File: config.mk
export PLATFORM = sky130hd
export DESIGN_NAME = lsu_mem_port
export DESIGN_NICKNAME = d
export VERILOG_FILES = /design/src/rtl/lsu_pkg.sv /design/src/rtl/lsu_mem_port_align.sv /design/src/rtl/lsu_mem_port.sv
export SDC_FILE = /design/constraint.sdc
export NUM_CORES = 1
export LEC_CHECK = 0
export CORE_MARGIN = 1
export CORE_UTILIZATION = 51
export CTS_BUF_LIST = sky130_fd_sc_hd__clkbuf_4 sky130_fd_sc_hd__clkbuf_8
export DETAILED_ROUTE_END_ITERATION = 8
export PLACE_DENSITY = 0.85
export REMOVE_ABC_BUFFERS = 1
export SLEW_MARGIN = 20
export SYNTH_ARGS = -nofsm -noshare
export SYNTH_HDL_FRONTEND = slang
export SYNTH_SLANG_ARGS = --single-unit
export TNS_END_PERCENT = 1
File: constraint.sdc
create_clock -name clk -period 5.2 [get_ports clk]
set_input_delay 0.78 -clock clk [delete_from_list [all_inputs] [get_ports clk]]
set_output_delay 0.78 -clock clk [all_outputs]
set_load 0.1 [all_outputs]
File: src/rtl/lsu_pkg.sv
// Shared definitions for the load/store unit: RV32I funct3 encodings and FSM states.
package lsu_pkg;

  localparam logic [2:0] F3_B  = 3'b000;
  localparam logic [2:0] F3_H  = 3'b001;
  localparam logic [2:0] F3_W  = 3'b010;
  localparam logic [2:0] F3_BU = 3'b100;
  localparam logic [2:0] F3_HU = 3'b101;

  typedef enum logic [1:0] {IDLE, ACCESS, WRITE, RESP} lsu_state_t;

endpackage

File: src/rtl/lsu_mem_port_align.sv
// Combinational lane logic: load extraction/extension, sub-word store merge, legality check.
module lsu_align
  import lsu_pkg::*;
(
  input  logic        we,
  input  logic [2:0]  funct3,
  input  logic [1:0]  addr_lo,
  input  logic [31:0] word_in,
  input  logic [31:0] wdata,
  output logic [31:0] load_val,
  output logic [31:0] store_word,
  output logic        illegal
);

  logic [31:0] shifted;
  logic [31:0] lane_mask;
  logic [31:0] lane_data;
  logic        bad_f3;
  logic        misaligned;

  always_comb begin
    shifted = word_in >> {addr_lo, 3'b000};
    unique case (funct3)
      F3_B:    load_val = {{24{shifted[7]}}, shifted[7:0]};
      F3_BU:   load_val = {24'h0, shifted[7:0]};
      F3_H:    load_val = {{16{shifted[15]}}, shifted[15:0]};
      F3_HU:   load_val = {16'h0, shifted[15:0]};
      default: load_val = word_in;
    endcase
  end

  // funct3[0] selects halfword vs byte lane for SB/SH
  always_comb begin
    if (funct3[0]) begin
      lane_mask = 32'h0000_FFFF << {addr_lo[1], 4'b0000};
      lane_data = (wdata & 32'h0000_FFFF) << {addr_lo[1], 4'b0000};
    end else begin
      lane_mask = 32'h0000_00FF << {addr_lo, 3'b000};
      lane_data = (wdata & 32'h0000_00FF) << {addr_lo, 3'b000};
    end
    store_word = (word_in & ~lane_mask) | (lane_data & lane_mask);
  end

  // 011 is not a store encoding either, so it is rejected for both directions
  always_comb begin
    bad_f3     = we ? (funct3[2] || funct3 == 3'b011)
                    : (funct3 == 3'b011 || funct3[2:1] == 2'b11);
    misaligned = (funct3[1:0] == 2'b01 && addr_lo[0]) ||
                 (funct3[1:0] == 2'b10 && addr_lo != 2'b00);
    illegal    = bad_f3 || misaligned;
  end

endmodule

File: src/rtl/lsu_mem_port.sv
// Load/store unit: one request at a time onto a word-only RAM, RMW for SB/SH.
module lsu_mem_port
  import lsu_pkg::*;
#(
  parameter int ADDR_W = 32,
  parameter int DATA_W = 32
) (
  input  logic              clk,
  input  logic              reset,
  input  logic              req_valid,
  output logic              req_ready,
  input  logic              req_we,
  input  logic [2:0]        req_funct3,
  input  logic [ADDR_W-1:0] req_addr,
  input  logic [DATA_W-1:0] req_wdata,
  output logic              rsp_valid,
  output logic [DATA_W-1:0] rsp_rdata,
  output logic              rsp_err,
  output logic [ADDR_W-1:0] mem_addr,
  output logic [DATA_W-1:0] mem_wdata,
  output logic              mem_write,
  input  logic [DATA_W-1:0] mem_rdata
);

  lsu_state_t        state_q, state_d;
  logic              we_q, we_d;
  logic [2:0]        f3_q, f3_d;
  logic [ADDR_W-1:0] addr_q, addr_d;
  logic [DATA_W-1:0] wdata_q, wdata_d;
  logic [DATA_W-1:0] merge_q, merge_d;
  logic [DATA_W-1:0] rdata_q, rdata_d;
  logic              err_q, err_d;

  logic              idle, hs, wr_en;
  logic [DATA_W-1:0] load_val, store_word;
  logic              illegal;

  assign idle = (state_q == IDLE);
  assign hs   = req_valid && req_ready;

  // In IDLE the aligner checks the incoming request; afterwards it works on latched fields
  lsu_align u_align (
    .we         (idle ? req_we : we_q),
    .funct3     (idle ? req_funct3 : f3_q),
    .addr_lo    (idle ? req_addr[1:0] : addr_q[1:0]),
    .word_in    ((state_q == WRITE) ? merge_q : mem_rdata),
    .wdata      (wdata_q),
    .load_val   (load_val),
    .store_word (store_word),
    .illegal    (illegal)
  );

  always_ff @(posedge clk) begin
    if (reset) begin
      state_q <= IDLE;
      we_q    <= 1'b0;
      f3_q    <= '0;
      addr_q  <= '0;
      wdata_q <= '0;
      merge_q <= '0;
      rdata_q <= '0;
      err_q   <= 1'b0;
    end else begin
      state_q <= state_d;
      we_q    <= we_d;
      f3_q    <= f3_d;
      addr_q  <= addr_d;
      wdata_q <= wdata_d;
      merge_q <= merge_d;
      rdata_q <= rdata_d;
      err_q   <= err_d;
    end
  end

  always_comb begin
    state_d = state_q;
    we_d    = we_q;
    f3_d    = f3_q;
    addr_d  = addr_q;
    wdata_d = wdata_q;
    merge_d = merge_q;
    rdata_d = rdata_q;
    err_d   = err_q;
    unique case (state_q)
      IDLE: if (hs) begin
        we_d    = req_we;
        f3_d    = req_funct3;
        addr_d  = req_addr;
        wdata_d = req_wdata;
        if (illegal) begin
          rdata_d = '0;
          err_d   = 1'b1;
          state_d = RESP;
        end else begin
          state_d = ACCESS;
        end
      end
      ACCESS: begin
        err_d = 1'b0;
        if (!we_q) begin
          rdata_d = load_val;
          state_d = RESP;
        end else if (f3_q == F3_W) begin
          rdata_d = '0;
          state_d = RESP;
        end else begin
          rdata_d = '0;
          merge_d = mem_rdata;
          state_d = WRITE;
        end
      end
      WRITE:   state_d = RESP;
      default: state_d = IDLE;
    endcase
  end

  always_comb begin
    req_ready = idle && !reset;
    rsp_valid = (state_q == RESP) && !reset;
    rsp_rdata = rdata_q;
    rsp_err   = err_q;
    mem_addr  = {addr_q[ADDR_W-1:2], 2'b00};
    mem_wdata = '0;
    wr_en     = 1'b0;
    if (state_q == ACCESS && we_q && f3_q == F3_W) begin
      mem_wdata = wdata_q;
      wr_en     = 1'b1;
    end else if (state_q == WRITE) begin
      mem_wdata = store_word;
      wr_en     = 1'b1;
    end
    mem_write = wr_en && !reset;
  end

endmodule

## Word-level counts from Yosys, hierarchy flattened

Cells that the tools add are included.

| storage, ports and cells | value |
|---|---|
| flip-flop bits (word level) | 135 |
| bits in latches | 0 |
| bits in writable memories | 0 |
| ROM bits | 0 |
| input port bits | 103 |
| logic and storage cells | 75 |
| memories | 0 |

| cells by class | value |
|---|---|
| $add $sub $neg | 0 |
| multipliers | 0 |
| divide/modulo/power cells | 0 |
| magnitude comparators | 0 |
| equality and inequality tests | 13 |
| shifts and indexed selects | 5 |
| multiplexer cells | 24 |
| bitwise gates (word level) | 5 |
| reduce and logical (&&, ||, !) cells | 20 |

Operators with widths:

| operator | number |
|---|---|
| 32-bit 2-to-1 mux | 8 |
| 32-bit one-hot mux with 4 select lines | 1 |
| 32-bit bitwise AND | 2 |
| 32-bit one-hot mux with 2 select lines | 1 |
| 32-bit inverter | 1 |
| 32-bit OR | 1 |
| 16-bit by 5-bit << shifter with 32-bit output | 1 |
| 16-bit by 5-bit << shifter with 32-bit output (first input constant) | 1 |
| 8-bit by 5-bit << shifter with 32-bit output | 1 |
| 8-bit by 5-bit << shifter with 32-bit output (first input constant) | 1 |
| 32-bit by 5-bit right shift with 16-bit output | 1 |
| 2-bit equality test (second input constant) | 4 |
| 1-bit logical AND | 8 |
| 1-bit 2-to-1 mux | 8 |
| 3-bit by 2-bit equality test with 1-bit output (second input constant) | 2 |
| 3-bit equality test (second input constant) | 2 |
| 2-bit 2-to-1 mux | 3 |
| 2-bit one-hot mux with 3 select lines | 1 |
| 3-bit AND reduction | 2 |
| 2-bit by 1-bit equality test with 1-bit output (second input constant) | 2 |
| 1-bit logical OR | 4 |
| 2-bit by 1-bit != test with 1-bit output (second input constant) | 2 |
| 2-bit nonzero test | 2 |
| 3-bit by 1-bit equality test with 1-bit output (second input constant) | 1 |
| 7 further kinds | 7 |

## Logic depth before layout (Yosys ltp)

| depth | value |
|---|---|
| depth after elaboration | 9 |
| mapped depth | 10 |

## Cells and area by module

Synthesis repeated with hierarchy kept, for this count alone.

| unflattened totals | value |
|---|---|
| cells, all modules | 959 |
| area, all modules | 8,139.1 µm² |

By module, submodules not included:

| module | instances | cells an instance | area each (µm²) | seq. area each (µm²) |
|---|---|---|---|---|
| lsu_mem_port | 1 | 753 | 6,797.8 | 2,702.6 |
| lsu_align | 1 | 206 | 1,341.3 | 0.0 |

## Worst setup path before layout

OpenSTA, ideal clock, no wires.

| path | value |
|---|---|
| kind | reg-to-output |
| from | register state_q[0] |
| to | output port mem_wdata[16] |
| data arrival time | 3,929 ps |
| required time | 4,420 ps |
| setup slack | 491 ps |
| stages on the path, launching flop included | 9 |
| path buffers | 1 |
| cell sequence | dfxtp_1 -> inv_1 -> ha_1 -> buf_6 -> mux2i_1 -> nor2_2 -> nor2_2 -> mux2i_1 -> o21ai_0 |

| on the way | value |
|---|---|
| longest elaborated chain between the ends | 9 |
| elaborated cells between the ends (all ways) | 20 |

Ends and longest elaborated chain:

| element | RTL line | text |
|---|---|---|
| from (decl) | lsu_mem_port.sv:25 | `lsu_state_t state_q, state_d;` |
| from (signal assigned) | lsu_mem_port.sv:64 | `state_q <= state_d;` |
| 2-bit zero test | lsu_mem_port.sv:38 | `assign idle = (state_q == IDLE);` |
| 2-bit 2-to-1 mux | lsu_mem_port.sv:45 | `.addr_lo (idle ? req_addr[1:0] : addr_q[1:0]),` |
| 16-bit by 5-bit << shifter with 32-bit output or 8-bit by 5-bit << shifter with 32-bit output (tied branches) | lsu_mem_port_align.sv:35, lsu_mem_port_align.sv:38 |  |
| 32-bit 2-to-1 mux | lsu_mem_port_align.sv:34 | `if (funct3[0]) begin` |
| 32-bit inverter | lsu_mem_port_align.sv:41 | `store_word = (word_in & ~lane_mask) \| (lane_data & lane_mask);` |
| 32-bit bitwise AND | lsu_mem_port_align.sv:41 |  |
| 32-bit OR | lsu_mem_port_align.sv:41 |  |
| 32-bit 2-to-1 mux | lsu_mem_port.sv:128 | `end else if (state_q == WRITE) begin` |
| 32-bit 2-to-1 mux (*) | lsu_mem_port.sv:125 | `if (state_q == ACCESS && we_q && f3_q == F3_W) begin` |
| to (decl) | lsu_mem_port.sv:20 | `output logic [DATA_W-1:0] mem_wdata,` |

Mark *: on every way between the ends. The rest lies on a longest branch, timed or not.

## Final worst setup path

| path | value |
|---|---|
| from | register state_q[0] |
| to | output port mem_wdata[1] |

The elaborated chain is that of the path after synthesis.

==> metrics.yaml <==
outcome: "complete, no violations"
place_hpwl_um: 13600
antennaDiodeCount: 0
critical_path_arrival_ps: 3500
rsz0062_at_grt: "no"
die_h_um: 120
r2r_end: "rsp_rdata[18]"
cts_setup_buffers: 0
root_buffer: "clkbuf_8"
final_cell_area_sq_mm: 0.00915
wirelength_um: 19500
ys_seq_area_share_pct: 38.4
slew_headroom_pct: 34.0
port_buffers: 200
finalSetupViolations: 0
ys_warn_count: 0
track_usage_pct: 27.9
cp.required_ps: 4420
drt-initial-drc-count: 511
cp_max_fo: 18
skew_ps: 11.6
crit_slowest_cell: "a21oi_1"
grt_pass1_wl_um: 31000
cts_hold_buf: 0
max_cap_viol_count: 0
grt_max_degree: 96
initial_core_util_pct: 52.8
regToRegSetupSlack_ps: 2090
synth_cell_type_count: 50
gr-total-overflow: 0
wire_per_inst_um: 16.8
path_clk_slew_ps: 80
regToRegStartpoint: "state_q[0]"
setup_tns_ps: 0
dp.cells: 1131
period_needed_ps: 4280
final_hold_viol_count: 0
antenna_found_initial: 0
fin_util_pct: 68.5
cp-start-kind: "flip-flop"
fin_crit_sh_pct: 82.4
syn-mean-instance-area_sq_um: 8.39
final_max_slew_viol_count: 0
cts.sinks: 135
dieArea_sq_mm: 0.0143
num-nets-final: 1083
drtPass1Iterations: 5
crit_path_cell_trace: "inv_1 > ha_1 > mux2_2 > nand2b_1 > a21oi_1 > a22o_1 > buf_4"
critPathTopFamily: "compound AO/OA/AOI/OAI gates"
nFillCells: 1101
hp-class: "flip-flop to flip-flop"
ys_ff_latch: 135
rows: 42
multi_input_area_sq_mm: 0.00380
regArea_sq_mm: 0.00270
critPathLaunch: "state_q[0]"
peakVddDrop_mv: 0.315
via_count: 6393
viasPerCell: 5.50
core_region_area_sq_mm: 0.0133
syn_inst: 839
clock_path_buffers: 2
max_freq_ghz: 0.234
drc_errors: 0
die_w_um: 120
path_buf_inv: 2
max_stage_delay_ps: 680
crit_path_end_kind: "primary output"
detail-route-antenna-nets: 0
drive_above_1_share_pct: 11.6
area.growth.synth_to_final_pct: 29.9
ios: 203
p_per_area_mw_per_mm2: 438
cts.repair.resized: 0
place_congestion: 0.883
dpl_cell_area_sq_mm: 0.00871
worstMarginPinSlew_ps: 987
syn_area_sq_mm: 0.00704
grt_pass1_vias: 5988
cts-htree-levels: 4
crit_type: "flip-flop to primary output"
cp_num_cells: 7
final_cells: 1163
power.leakage_nw: 3.29
r2r.worst_path.cells: 8
cts_buffers: 17
cts_tree: "yes"
crit_path_end: "mem_wdata[1]"
clk-insertion-delay-late_ps: 460
## per-stage QoR
stage	hold slack [ps]	worst slack, ps	power, mW
floorplan	439	-142	2.58
global placement	454	1320	3.03
detailed placement	464	1240	3.06
CTS	476	932	4.01
global route	497	749	4.19
finish	475	918	4.01
## cells in the mapped netlist (all sizes together)
cell type / instances / area share [%]
a32o: 8 / 1.1
nand3b: 1 / 0.11
ha: 6 / 1.1
nor3b: 1 / 0.11
clkbuf: 42 / 2.4
or3b: 3 / 0.37
and2: 10 / 0.89
a21o: 2 / 0.21
a211o: 2 / 0.25
a22oi: 6 / 0.64
and3b: 1 / 0.12
inv: 2 / 0.11
a31o: 1 / 0.12
nor2b: 4 / 0.36
o21ai: 94 / 6.7
nand2: 187 / 10
mux4: 6 / 1.9
nand2b: 72 / 6.4
a221oi: 3 / 0.46
a221o: 23 / 3.3
nor3: 2 / 0.14
mux2: 17 / 2.8
o2bb2ai: 1 / 0.12
o31ai: 1 / 0.11
a211oi: 4 / 0.43
mux2i: 49 / 7.1
or3: 1 / 0.089
dfxtp: 135 / 38
o22ai: 2 / 0.18
o211ai: 6 / 0.64
a22o: 24 / 3.0
nand3: 4 / 0.28
o2111a: 1 / 0.18
nor2: 24 / 1.4
a2111oi: 1 / 0.12
buf: 52 / 5.5
conb: 1 / 0.053
a21oi: 40 / 2.9
## cell usage in the layout (no fill, tap or decap), types with 4 or more instances in the layout
cell / netlist / final
a211oi_1: 4 / 4
a21oi_1: 39 / 39
a221o_1: 22 / 22
a22o_1: 24 / 24
a22oi_1: 6 / 6
a32o_1: 8 / 8
and2_1: 9 / 9
buf_4: 33 / 41
bufinv_16: 0 / 4
clkbuf_8: 1 / 18
clkdlybuf4s50_1: 0 / 167
clkinv_2: 0 / 5
dfxtp_1: 135 / 135
ha_1: 6 / 5
mux2_2: 16 / 16
mux2i_1: 48 / 47
mux4_2: 6 / 6
nand2_1: 187 / 187
nand2b_1: 72 / 72
nand3_1: 4 / 4
nor2_1: 20 / 19
nor2_2: 4 / 5
o211ai_1: 6 / 6
o21ai_0: 94 / 94
## state kept, by name (all words and copies together) (netlist names)
signal     flops
f3_q           3
addr_q        32
we_q           1
rsp_err        1
wdata_q       32
merge_q       32
rsp_rdata     32
state_q        2
## layer usage
layer	vias to the layer above	GRT usage, %	share of wire (%)
li1	3159	-	-
met1	2942	36.2	44
met2	254	43.0	46
met3	38	7.98	7.8
met4	0	12.2	2.7
met5	-	0	0
## report_power, final
group	internal (mW)	switching [mW]	leakage, nW	total [mW]
Sequential	1.18	0.115	1.10	1.30
Clock	0.538	0.422	0.223	0.959
Combinational	0.553	1.20	1.97	1.75
Total	2.28	1.73	3.29	4.01
## cell families (layout without fill, tap and decap cells)
group,Yosys count,after routing,share of synthesized area [%]
and+or+nand+nor,310,310,20.3
AOI/OAI and AO/OA,219,219,20.4
adders and majority gates,6,6,1.07
DFF,135,135,38.4
other,1,2,0.0532
buffers and inverters,96,243,7.98
muxes,72,72,11.8
## worst min-delay path: cells and delay by family, from the launching register on
kind	cells	cell delay, ps
compound gates	1	60
simple gates	1	60
flops	1	310
## worst min-delay path by stage
stage                       start             to  cells past startpoint
floorplan             merge_q[16]    merge_q[16]                      2
CTS                    merge_q[1]     merge_q[1]                      2
finish                 addr_q[24]     addr_q[24]                      2
detailed placement  rsp_rdata[15]  rsp_rdata[15]                      1
global placement       merge_q[1]     merge_q[1]                      2
global route         rsp_rdata[1]   rsp_rdata[1]                      1
## cell type report
type | instances | share of cell area, %
multi-input combinational | 609 | 41.5
sequential | 135 | 29.5
timing repair buffer | 209 | 21.7
clock buffer | 19 | 2.79
tap | 176 | 2.41
clock inverter | 13 | 1.96
inverter | 2 | 0.0821
Power figures use the tool's default switching activity.
